==> src/rtl/sample_lane_distributor_if.sv <==
// Bundle for the sample distributor's streaming signals: one input word stream
// plus NUM_LANES output lane streams.
//
// Handshake: every stream uses valid/ready. A word moves on a rising edge
// where both valid and ready are high. A source keeps valid and data steady
// until the word is taken. Ready may depend on valid in the same cycle.
interface sample_lane_distributor_if #(
  parameter int NUM_LANES   = 4,
  parameter int SAMPLE_BITS = 48
);
  logic [SAMPLE_BITS-1:0]           in_data;
  logic                             in_valid;
  logic                             in_ready;
  logic [NUM_LANES*SAMPLE_BITS-1:0] lane_data;
  logic [NUM_LANES-1:0]             lane_valid;
  logic [NUM_LANES-1:0]             lane_ready;

  // Source/consumer side (drives input words, accepts lane words)
  modport master (
    output in_data, in_valid, lane_ready,
    input  in_ready, lane_data, lane_valid
  );

  // Distributor side
  modport slave (
    input  in_data, in_valid, lane_ready,
    output in_ready, lane_data, lane_valid
  );
endinterface

==> src/rtl/sample_lane_distributor.sv <==
// Round-robin distributor that spreads input sample words across the active
// lanes. Each lane has a first-word-fall-through FIFO. The active lane count
// is re-latched only at frame boundaries, so a frame is never split between
// two lane counts.
module sample_lane_distributor #(
  parameter int NUM_LANES   = 4,
  parameter int SAMPLE_BITS = 48,
  parameter int FIFO_DEPTH  = 4
) (
  input  logic                           sample_clk,
  input  logic                           reset_n,
  sample_lane_distributor_if.slave       bus,
  input  logic [$clog2(NUM_LANES+1)-1:0] active_lanes,
  input  logic                           restart,
  output logic [$clog2(NUM_LANES)-1:0]   lane_index,
  output logic [15:0]                    frame_count,
  output logic [NUM_LANES-1:0]           overflow_lane
);
  localparam int LW = $clog2(NUM_LANES);
  localparam int AW = $clog2(NUM_LANES + 1);
  localparam int PW = $clog2(FIFO_DEPTH);
  localparam int CW = PW + 1;

  logic [SAMPLE_BITS-1:0] r_mem   [NUM_LANES][FIFO_DEPTH];
  logic [PW-1:0]          r_wptr  [NUM_LANES];
  logic [PW-1:0]          r_rptr  [NUM_LANES];
  logic [CW-1:0]          r_count [NUM_LANES];
  logic [LW-1:0]          r_lane_index;
  logic [AW-1:0]          r_n_act;
  logic [15:0]            r_frame_count;
  logic [NUM_LANES-1:0]   r_overflow;

  logic [AW-1:0]          w_n_req;
  logic [NUM_LANES-1:0]   w_full;
  logic [NUM_LANES-1:0]   w_empty;
  logic [NUM_LANES-1:0]   w_pop;
  logic [NUM_LANES-1:0]   w_push;
  logic [LW-1:0]          w_last_idx;
  logic                   w_in_ready;
  logic                   w_accept;
  logic                   w_wrap;

  // Clamp the requested lane count into 1..NUM_LANES
  always_comb begin
    w_n_req = active_lanes;
    if (active_lanes == '0) begin
      w_n_req = AW'(1);
    end else if (active_lanes > AW'(NUM_LANES)) begin
      w_n_req = AW'(NUM_LANES);
    end
  end

  // Per-lane FIFO status and push/pop strobes
  always_comb begin
    w_full  = '0;
    w_empty = '0;
    w_pop   = '0;
    w_push  = '0;
    for (int k = 0; k < NUM_LANES; k++) begin
      w_full[k]  = (r_count[k] == CW'(FIFO_DEPTH));
      w_empty[k] = (r_count[k] == '0);
      w_pop[k]   = !w_empty[k] && bus.lane_ready[k];
      w_push[k]  = w_accept && (r_lane_index == LW'(k));
    end
  end

  // A full target lane blocks input even if it pops this cycle (no bypass)
  assign w_in_ready   = !w_full[r_lane_index] && !restart && reset_n;
  assign w_accept     = bus.in_valid && w_in_ready;
  assign w_last_idx   = LW'(r_n_act - AW'(1));
  assign w_wrap       = w_accept && (r_lane_index == w_last_idx);

  assign bus.in_ready   = w_in_ready;
  assign bus.lane_valid = ~w_empty;
  assign lane_index     = r_lane_index;
  assign frame_count    = r_frame_count;
  assign overflow_lane  = r_overflow;

  // Present each lane's head word; empty lanes read as zero
  always_comb begin
    bus.lane_data = '0;
    for (int k = 0; k < NUM_LANES; k++) begin
      if (!w_empty[k]) begin
        bus.lane_data[k*SAMPLE_BITS +: SAMPLE_BITS] = r_mem[k][r_rptr[k]];
      end
    end
  end

  // Round-robin lane pointer, frame counter, lane-count latch, overflow flags
  always_ff @(posedge sample_clk) begin
    if (!reset_n || restart) begin
      r_lane_index  <= '0;
      r_frame_count <= '0;
      r_overflow    <= '0;
      r_n_act       <= w_n_req;
    end else begin
      if (w_accept) begin
        if (w_wrap) begin
          r_lane_index  <= '0;
          r_frame_count <= r_frame_count + 16'd1;
          r_n_act       <= w_n_req;
        end else begin
          r_lane_index <= r_lane_index + LW'(1);
        end
      end
      if (bus.in_valid && !w_in_ready) begin
        r_overflow[r_lane_index] <= 1'b1;
      end
    end
  end

  // FIFO pointers and occupancy; push and pop together leave occupancy alone
  always_ff @(posedge sample_clk) begin
    if (!reset_n || restart) begin
      for (int k = 0; k < NUM_LANES; k++) begin
        r_wptr[k]  <= '0;
        r_rptr[k]  <= '0;
        r_count[k] <= '0;
      end
    end else begin
      for (int k = 0; k < NUM_LANES; k++) begin
        if (w_push[k]) r_wptr[k] <= r_wptr[k] + PW'(1);
        if (w_pop[k])  r_rptr[k] <= r_rptr[k] + PW'(1);
        case ({w_push[k], w_pop[k]})
          2'b10:   r_count[k] <= r_count[k] + CW'(1);
          2'b01:   r_count[k] <= r_count[k] - CW'(1);
          default: r_count[k] <= r_count[k];
        endcase
      end
    end
  end

  // Word storage; contents need no reset because occupancy gates visibility
  always_ff @(posedge sample_clk) begin
    if (w_accept) begin
      r_mem[r_lane_index][r_wptr[r_lane_index]] <= bus.in_data;
    end
  end
endmodule

==> src/flat_wrapper.sv <==
// flat-port wrapper written by rule: the top's interface ports become plain ports
module sample_lane_distributor_flat 
#(
  parameter int NUM_LANES   = 4,
  parameter int SAMPLE_BITS = 48,
  parameter int FIFO_DEPTH  = 4
)
  (sample_clk, reset_n, active_lanes, restart, lane_index, frame_count, overflow_lane, bus_in_data, bus_in_valid, bus_lane_ready, bus_in_ready, bus_lane_data, bus_lane_valid);
  sample_lane_distributor_if #(.NUM_LANES(NUM_LANES), .SAMPLE_BITS(SAMPLE_BITS)) bus_i ();
  input  logic sample_clk;
  input  logic reset_n;
  input  logic [$clog2(NUM_LANES+1)-1:0] active_lanes;
  input  logic restart;
  output logic [$clog2(NUM_LANES)-1:0] lane_index;
  output logic [15:0] frame_count;
  output logic [NUM_LANES-1:0] overflow_lane;
  input wire logic [$bits(bus_i.in_data)-1:0] bus_in_data;
  input wire logic [$bits(bus_i.in_valid)-1:0] bus_in_valid;
  input wire logic [$bits(bus_i.lane_ready)-1:0] bus_lane_ready;
  output wire logic [$bits(bus_i.in_ready)-1:0] bus_in_ready;
  output wire logic [$bits(bus_i.lane_data)-1:0] bus_lane_data;
  output wire logic [$bits(bus_i.lane_valid)-1:0] bus_lane_valid;
  assign bus_i.in_data = bus_in_data;
  assign bus_i.in_valid = bus_in_valid;
  assign bus_i.lane_ready = bus_lane_ready;
  assign bus_in_ready = bus_i.in_ready;
  assign bus_lane_data = bus_i.lane_data;
  assign bus_lane_valid = bus_i.lane_valid;
  sample_lane_distributor #(.NUM_LANES(NUM_LANES), .SAMPLE_BITS(SAMPLE_BITS), .FIFO_DEPTH(FIFO_DEPTH)) u_core (.sample_clk(sample_clk), .reset_n(reset_n), .bus(bus_i), .active_lanes(active_lanes), .restart(restart), .lane_index(lane_index), .frame_count(frame_count), .overflow_lane(overflow_lane));
endmodule
==> config.mk <==
export PLATFORM = sky130hd
export DESIGN_NAME = sample_lane_distributor_flat
export DESIGN_NICKNAME = d
export VERILOG_FILES = /design/src/rtl/sample_lane_distributor_if.sv /design/src/rtl/sample_lane_distributor.sv /design/src/flat_wrapper.sv
export SDC_FILE = /design/constraint.sdc
export NUM_CORES = 1
export LEC_CHECK = 0
export BUFFER_PORTS_ARGS = -buffer_cell sky130_fd_sc_hd__buf_4
export CORE_MARGIN = 3
export CORE_UTILIZATION = 60
export CTS_BUF_LIST = sky130_fd_sc_hd__clkbuf_4 sky130_fd_sc_hd__clkbuf_8
export CTS_CLUSTER_SIZE = 20
export DETAILED_ROUTE_END_ITERATION = 16
export PLACE_DENSITY = 0.85
export SYNTH_ARGS = -nofsm -noshare
export SYNTH_HDL_FRONTEND = slang
export SYNTH_SLANG_ARGS = --single-unit
==> constraint.sdc <==
create_clock -name sample_clk -period 4.4 [get_ports sample_clk]
set_input_delay 0.88 -clock sample_clk [delete_from_list [all_inputs] [get_ports sample_clk]]
set_output_delay 0.88 -clock sample_clk [all_outputs]
set_load 0.1 [all_outputs]
# After elaboration in Yosys (flattened, before gate mapping)
# Memories as Yosys holds them, arrays and structs flattened. A register that Yosys moved wholly into a read port is not among the register bits.
# Cells that the tools add are included.
dict set report op_classes {
  n_bitwise 27
  n_mux 114
  n_eq_ne 16
  add_sub_neg 19
  reduce_logical 38
  magnitude_cmp 9
}
# op count
set op_table {}
lappend op_table {{2-to-1 mux 48 bit} 13}
lappend op_table {{binary-select mux 48 bit (select 2 bit)} 4}
lappend op_table {{2-to-1 mux 192 bit} 1}
lappend op_table {{demux 48 bit (select 2 bit)} 1}
lappend op_table {{2-to-1 mux 1 bit} 65}
lappend op_table {{2-to-1 mux 3 bit} 12}
lappend op_table {{2-to-1 mux 2 bit} 16}
lappend op_table {{OR 1 bit} 20}
lappend op_table {{adder 2 x 1 -> 2 bit, second input constant} 9}
lappend op_table {{adder 16 x 1 -> 16 bit, second input constant} 1}
lappend op_table {{>= comparator 3 bit, second input constant} 5}
lappend op_table {{logical AND 1 bit} 15}
lappend op_table {{zero test 3 bit} 5}
lappend op_table {{inverter 2 -> 3 bit} 5}
lappend op_table {{adder 3 x 1 -> 3 bit, second input constant} 4}
lappend op_table {{== test 2 bit, second input constant} 6}
lappend op_table {{== test 3 bit, second input constant} 4}
lappend op_table {{subtractor 3 x 1 -> 3 bit, second input constant} 4}
lappend op_table {{== test 2 x 1 -> 1 bit, second input constant} 5}
lappend op_table {{zero test 1 bit} 8}
lappend op_table {{OR reduction 2 bit} 4}
lappend op_table {{inverter 4 bit} 1}
lappend op_table {{OR 4 bit} 1}
lappend op_table {{AND reduction 2 bit} 2}
lappend op_table {{other kinds (11)} 12}
dict set report totals {
  ramBits 796
  register_bits 24
  mem_count 4
}
# memory words width rd rd_ports_with_merged_regs wr line
set memory_table {}
lappend memory_table {u_core.r_mem 4 192 4 0 1 sample_lane_distributor.sv:24} ;# logic [SAMPLE_BITS-1:0] r_mem [NUM_LANES][FIFO_DEPTH];
lappend memory_table {u_core.r_count 4 3 4 0 4 sample_lane_distributor.sv:27} ;# logic [CW-1:0] r_count [NUM_LANES];
lappend memory_table {u_core.r_rptr 4 2 4 0 4 sample_lane_distributor.sv:26} ;# logic [PW-1:0] r_rptr [NUM_LANES];
lappend memory_table {u_core.r_wptr 4 2 5 1 4 sample_lane_distributor.sv:25} ;# logic [PW-1:0] r_wptr [NUM_LANES];

# Logic depth before layout (Yosys ltp)
# An unclocked memory read counts as a cell.
dict set report logic_depth {
  depth_word 16
  ltp_mapped 12
}

# Worst setup path after synthesis
# OpenSTA, ideal clock, no wires.
dict set report synth_timing {
  path_kind {input-to-output}
  from {input restart}
  to {output bus_in_ready}
  setup_slack_ps 693
  path_buffers 2
  stages 4
  arrival_time_ps 2827
  cell_sequence {nand2b_1 clkbuf_1 clkbuf_1 nor2_1}
}
dict set report synth_between {
  elab_chain_len 3
}
# element line
set synth_rtl {}
lappend synth_rtl {{from (decl)} flat_wrapper.sv:13} ;# input logic restart;
lappend synth_rtl {{zero test 1 bit} sample_lane_distributor.sv:68} ;# assign w_in_ready = !w_full[r_lane_index] && !restart && reset_n;
lappend synth_rtl {{logical AND 1 bit (2 in a row)} sample_lane_distributor.sv:68}
lappend synth_rtl {{to (decl)} flat_wrapper.sv:20} ;# output wire logic [$bits(bus_i.in_ready)-1:0] bus_in_ready;
# No other way between the ends.

==> results.md <==
- The category of the worst setup path launch point is a flop.
- The number of gates resized after cts is 0.
- The highest attainable clock frequency is 261 MHz.
- After routing the design area is 0.0371 mm^2.
- The tightest min-delay check is of the primary input to flop type.
- The post-route clock skew is 0.0449 ns.
- The total wire length after detailed routing is 71100 um.
- The sum of net half-perimeters after detailed placement is 42100 um.
- The arrival time of data at the critical path endpoint is 2.95 ns.
- In this run the post-CTS setup repair buffer count came out at 0.
- The placed standard-cell area is 0.0347 mm^2.
- Synthesis produced a netlist with a net count of 1598.
- The overall die height is 237 um.
- The initial antenna violation count is 2.
- The total power divided by cell area is 503 mW/mm^2.
- The count of port buffers added during placement is 277.
- The pre-antenna-repair detailed-routing pass consisted of 5 iterations.
- The total number of vias is 16300.
- For this design, the sink count on the clock tree is 822.
- The total die area is 0.0559 mm^2.
- Together, buffers and inverters on the worst path number 2.
- The number of buffers created by CTS is 119.
- In this run the core area contains 83 standard-cell rows.
- Broken down by cell family, the worst path's largest delay share belongs to flip-flops.
- The detail route stage leaves a number of antenna-violating nets equal to 0.
- The flow ran to the end, and the final reports show no timing, DRC or antenna violations.
- In the final routed layout, each cell accounts on average for 26.9 um.
- The post-synthesis to final-layout area growth is 16.2%.
- Headroom to the max-slew limit came out at 21.4%.
- For this run, the share of the core covered by cells in the final layout is 71.4%.
- The number of antenna diodes in the final layout is 0.
- Once the floorplan was initialized, standard cells occupied 61.4% of the core.
- The post-layout minimum cycle time is 3.83 ns.
- The detailed-route vias per instance is 6.17.
- Summed over all failing endpoints, the final setup total negative slack is 0 ns.
- The post-synthesis cell count is 1522.
- The combined global-route utilization of all metal layers is 25.7%.
- The total of endpoints with negative setup slack in the final report is 0.
- The clock passes through at most 3 buffers.
- The highest ir drop seen on vdd is 0.309 mV.
- The signal on the critical path passes through buf_12 -> mux4_2 -> and2_1 -> buf_4.
- Of all nets on the critical path, the largest fanout is 33.
- The clock transition at the register clock pins on the worst setup and hold paths after CTS is 0.07 ns.
- The die is 237 um wide.
- The post-synthesis cell type count is 43.
- At the worst endpoint, the required time is 3.52 ns.
- The max-slew violation total from the final report is 0.
- The number of buffers inserted by hold repair at cts is 0.
- The count of state elements after synthesis is 822.
- After global routing the overflow that remains totals 0.
- The clock root buffer is sky130_fd_sc_hd__clkbuf_8.
- Setup repair after global routing left no endpoint under its margin.
- TritonCTS built the clock tree.
- Summing every instance area after synthesis gives 0.0319 mm^2.
- The setup path with the least slack is of type flop to primary output.
- The yosys synthesis warning count is 0.
- The worst register-to-register path has a setup slack of 1.24 ns.
- The global-route wire length before repair is 107000 um.
- STA classifies the critical path endpoint as a primary output.
- The proportion of synthesized chip area in sequential cells is 76.7%.
- The synthesized area per cell is 21.0 um^2.
- The detailed router finished its first iteration with 1735 violations.
- The H-tree depth is 3.
- The slowest stage of the critical path belongs to the cell sky130_fd_sc_hd__edfxtp_1.
- The pin count of the biggest net entering global routing is 51.
- The leakage power summed over all cells is 0.0123 uW.
- The number of remaining DRC errors is 0.
- The standard cell core area is 0.0519 mm^2.
- The largest single stage delay on the critical path is 1.00 ns.
- In the final layout, the share of cells above drive strength 1 is 36.1%.
- The clock reaches the later pin of the worst-skew pair after 0.72 ns.
- The post-route clock period utilization is 87.1%.
- Across the run, the number of max-cap violations was 0.
- At the pin with the least slew margin, the transition time is 1.18 ns.
- The final hold violation count is 0.
- The boundary pin count is 278.
- The final estimated routing congestion in global placement is 0.780.
- The via count of the first global-routing pass is 16800.
- The final net count is 1941.
==> Yosys cell counts (all sizes together) <==
cell    count  share of area [%]
edfxtp    798                 75
and2      213                4.2
mux4      194                 14
buf        41               0.63
clkbuf     33               0.39
nor2       32               0.38
nand2      29               0.34
dfxtp      24                1.5
inv        20               0.24
a21oi      15               0.24
xnor2      15               0.41
ha         14               0.55
o21ai      10               0.17
o31ai       9               0.21
or3         9               0.18
nand2b      8               0.16
nor3        7               0.11
nand3       6              0.094
or4         6               0.14
nand4       5              0.098
a22o        4               0.11
and3        3              0.059
fa          3               0.19
mux2i       3              0.094
nor2b       3              0.059
nand4b      2              0.055
nor3b       2              0.047
nor4        2               0.13
nor4b       2              0.094
o211ai      2              0.047
a211o       1              0.027
a211oi      1              0.024
a21o        1              0.024
a221oi      1              0.027
a31oi       1              0.020
a32oi       1              0.027
nor4bb      1              0.078
or2         1              0.020
==> final timing paths <==
check | from | endpoint | cells after the start
worst min register to register | u_core.overflow_lane[2] | u_core.overflow_lane[2] | 1
worst max-delay path | u_core.r_rptr[3][1] | bus_lane_data[148] | 4
worst max register to register | u_core.lane_index[0] | u_core.r_mem[0][57] | 5
worst min-delay path | bus_in_data[39] | u_core.r_mem[2][183] | 1
==> where the power goes <==
part	switching (uW)	internal, uW	total (uW)	leakage, uW
Combinational	3080	892	3970	0.00361
Sequential	43.1	8650	8700	0.00744
Clock	2790	3190	5980	0.00127
==> per-layer routing <==
| layer | part of all wire [%] | vias to the layer above | global-route usage [%] |
|---|---|---|---|
| li1 | - | 6813 | - |
| met1 | 39 | 8468 | 36.6 |
| met2 | 50 | 916 | 41.1 |
| met3 | 9.2 | 118 | 5.81 |
| met4 | 2.1 | 4 | 7.17 |
| met5 | 0.045 | - | 0 |
==> placed cells by master (no fill, tap or decap), drive strengths merged, types with 14 or more instances in the layout <==
master | synthesis | final
nor2 | 32 | 32
clkbuf | 33 | 164
xnor2 | 15 | 15
ha | 14 | 14
inv | 20 | 21
dfxtp | 24 | 24
mux4 | 194 | 194
nand2 | 29 | 29
clkinv | 0 | 51
a21oi | 15 | 15
edfxtp | 798 | 798
and2 | 213 | 213
buf | 41 | 296
==> layout make-up <==
class	count	area, um^2
Sequential cell	822	24400
Fill cell	2918	14900
Multi-Input combinational cell	606	7090
Timing Repair Buffer	296	2230
Clock buffer	164	2010
Tap cell	680	851
Clock inverter	57	358
Inverter	20	75.1
==> kinds of logic after synthesis <==
kind of cell / share of synthesized area, %
adders and majority gates: 0.738
muxes: 13.8
and+or+nand+nor: 6.23
xor gates and xnor gates: 0.412
DFF: 76.7
buffers and inverters: 1.25
AOI/OAI and AO/OA: 0.922
==> through the flow <==
step	setup slack, ns	std cells	total power (uW)	hold slack, ns
final	0.566	2645	18600	0.476
after detailed placement	0.844	2424	12800	0.466
after global placement	1.02	2424	12800	0.473
after CTS	0.549	2645	18700	0.418
after floorplan	0.693	1522	11900	0.570
after global routing	0.530	2645	19200	0.455
==> registers in the layout (all words and copies together) (netlist names), named ones only <==
signal / count
u_core.frame_count: 16
u_core.lane_index: 2
u_core.overflow_lane: 4
u_core.r_count: 12
u_core.r_mem: 768
u_core.r_n_act: 2
u_core.r_rptr: 8
u_core.r_wptr: 8
Power figures use the tool's default switching activity.
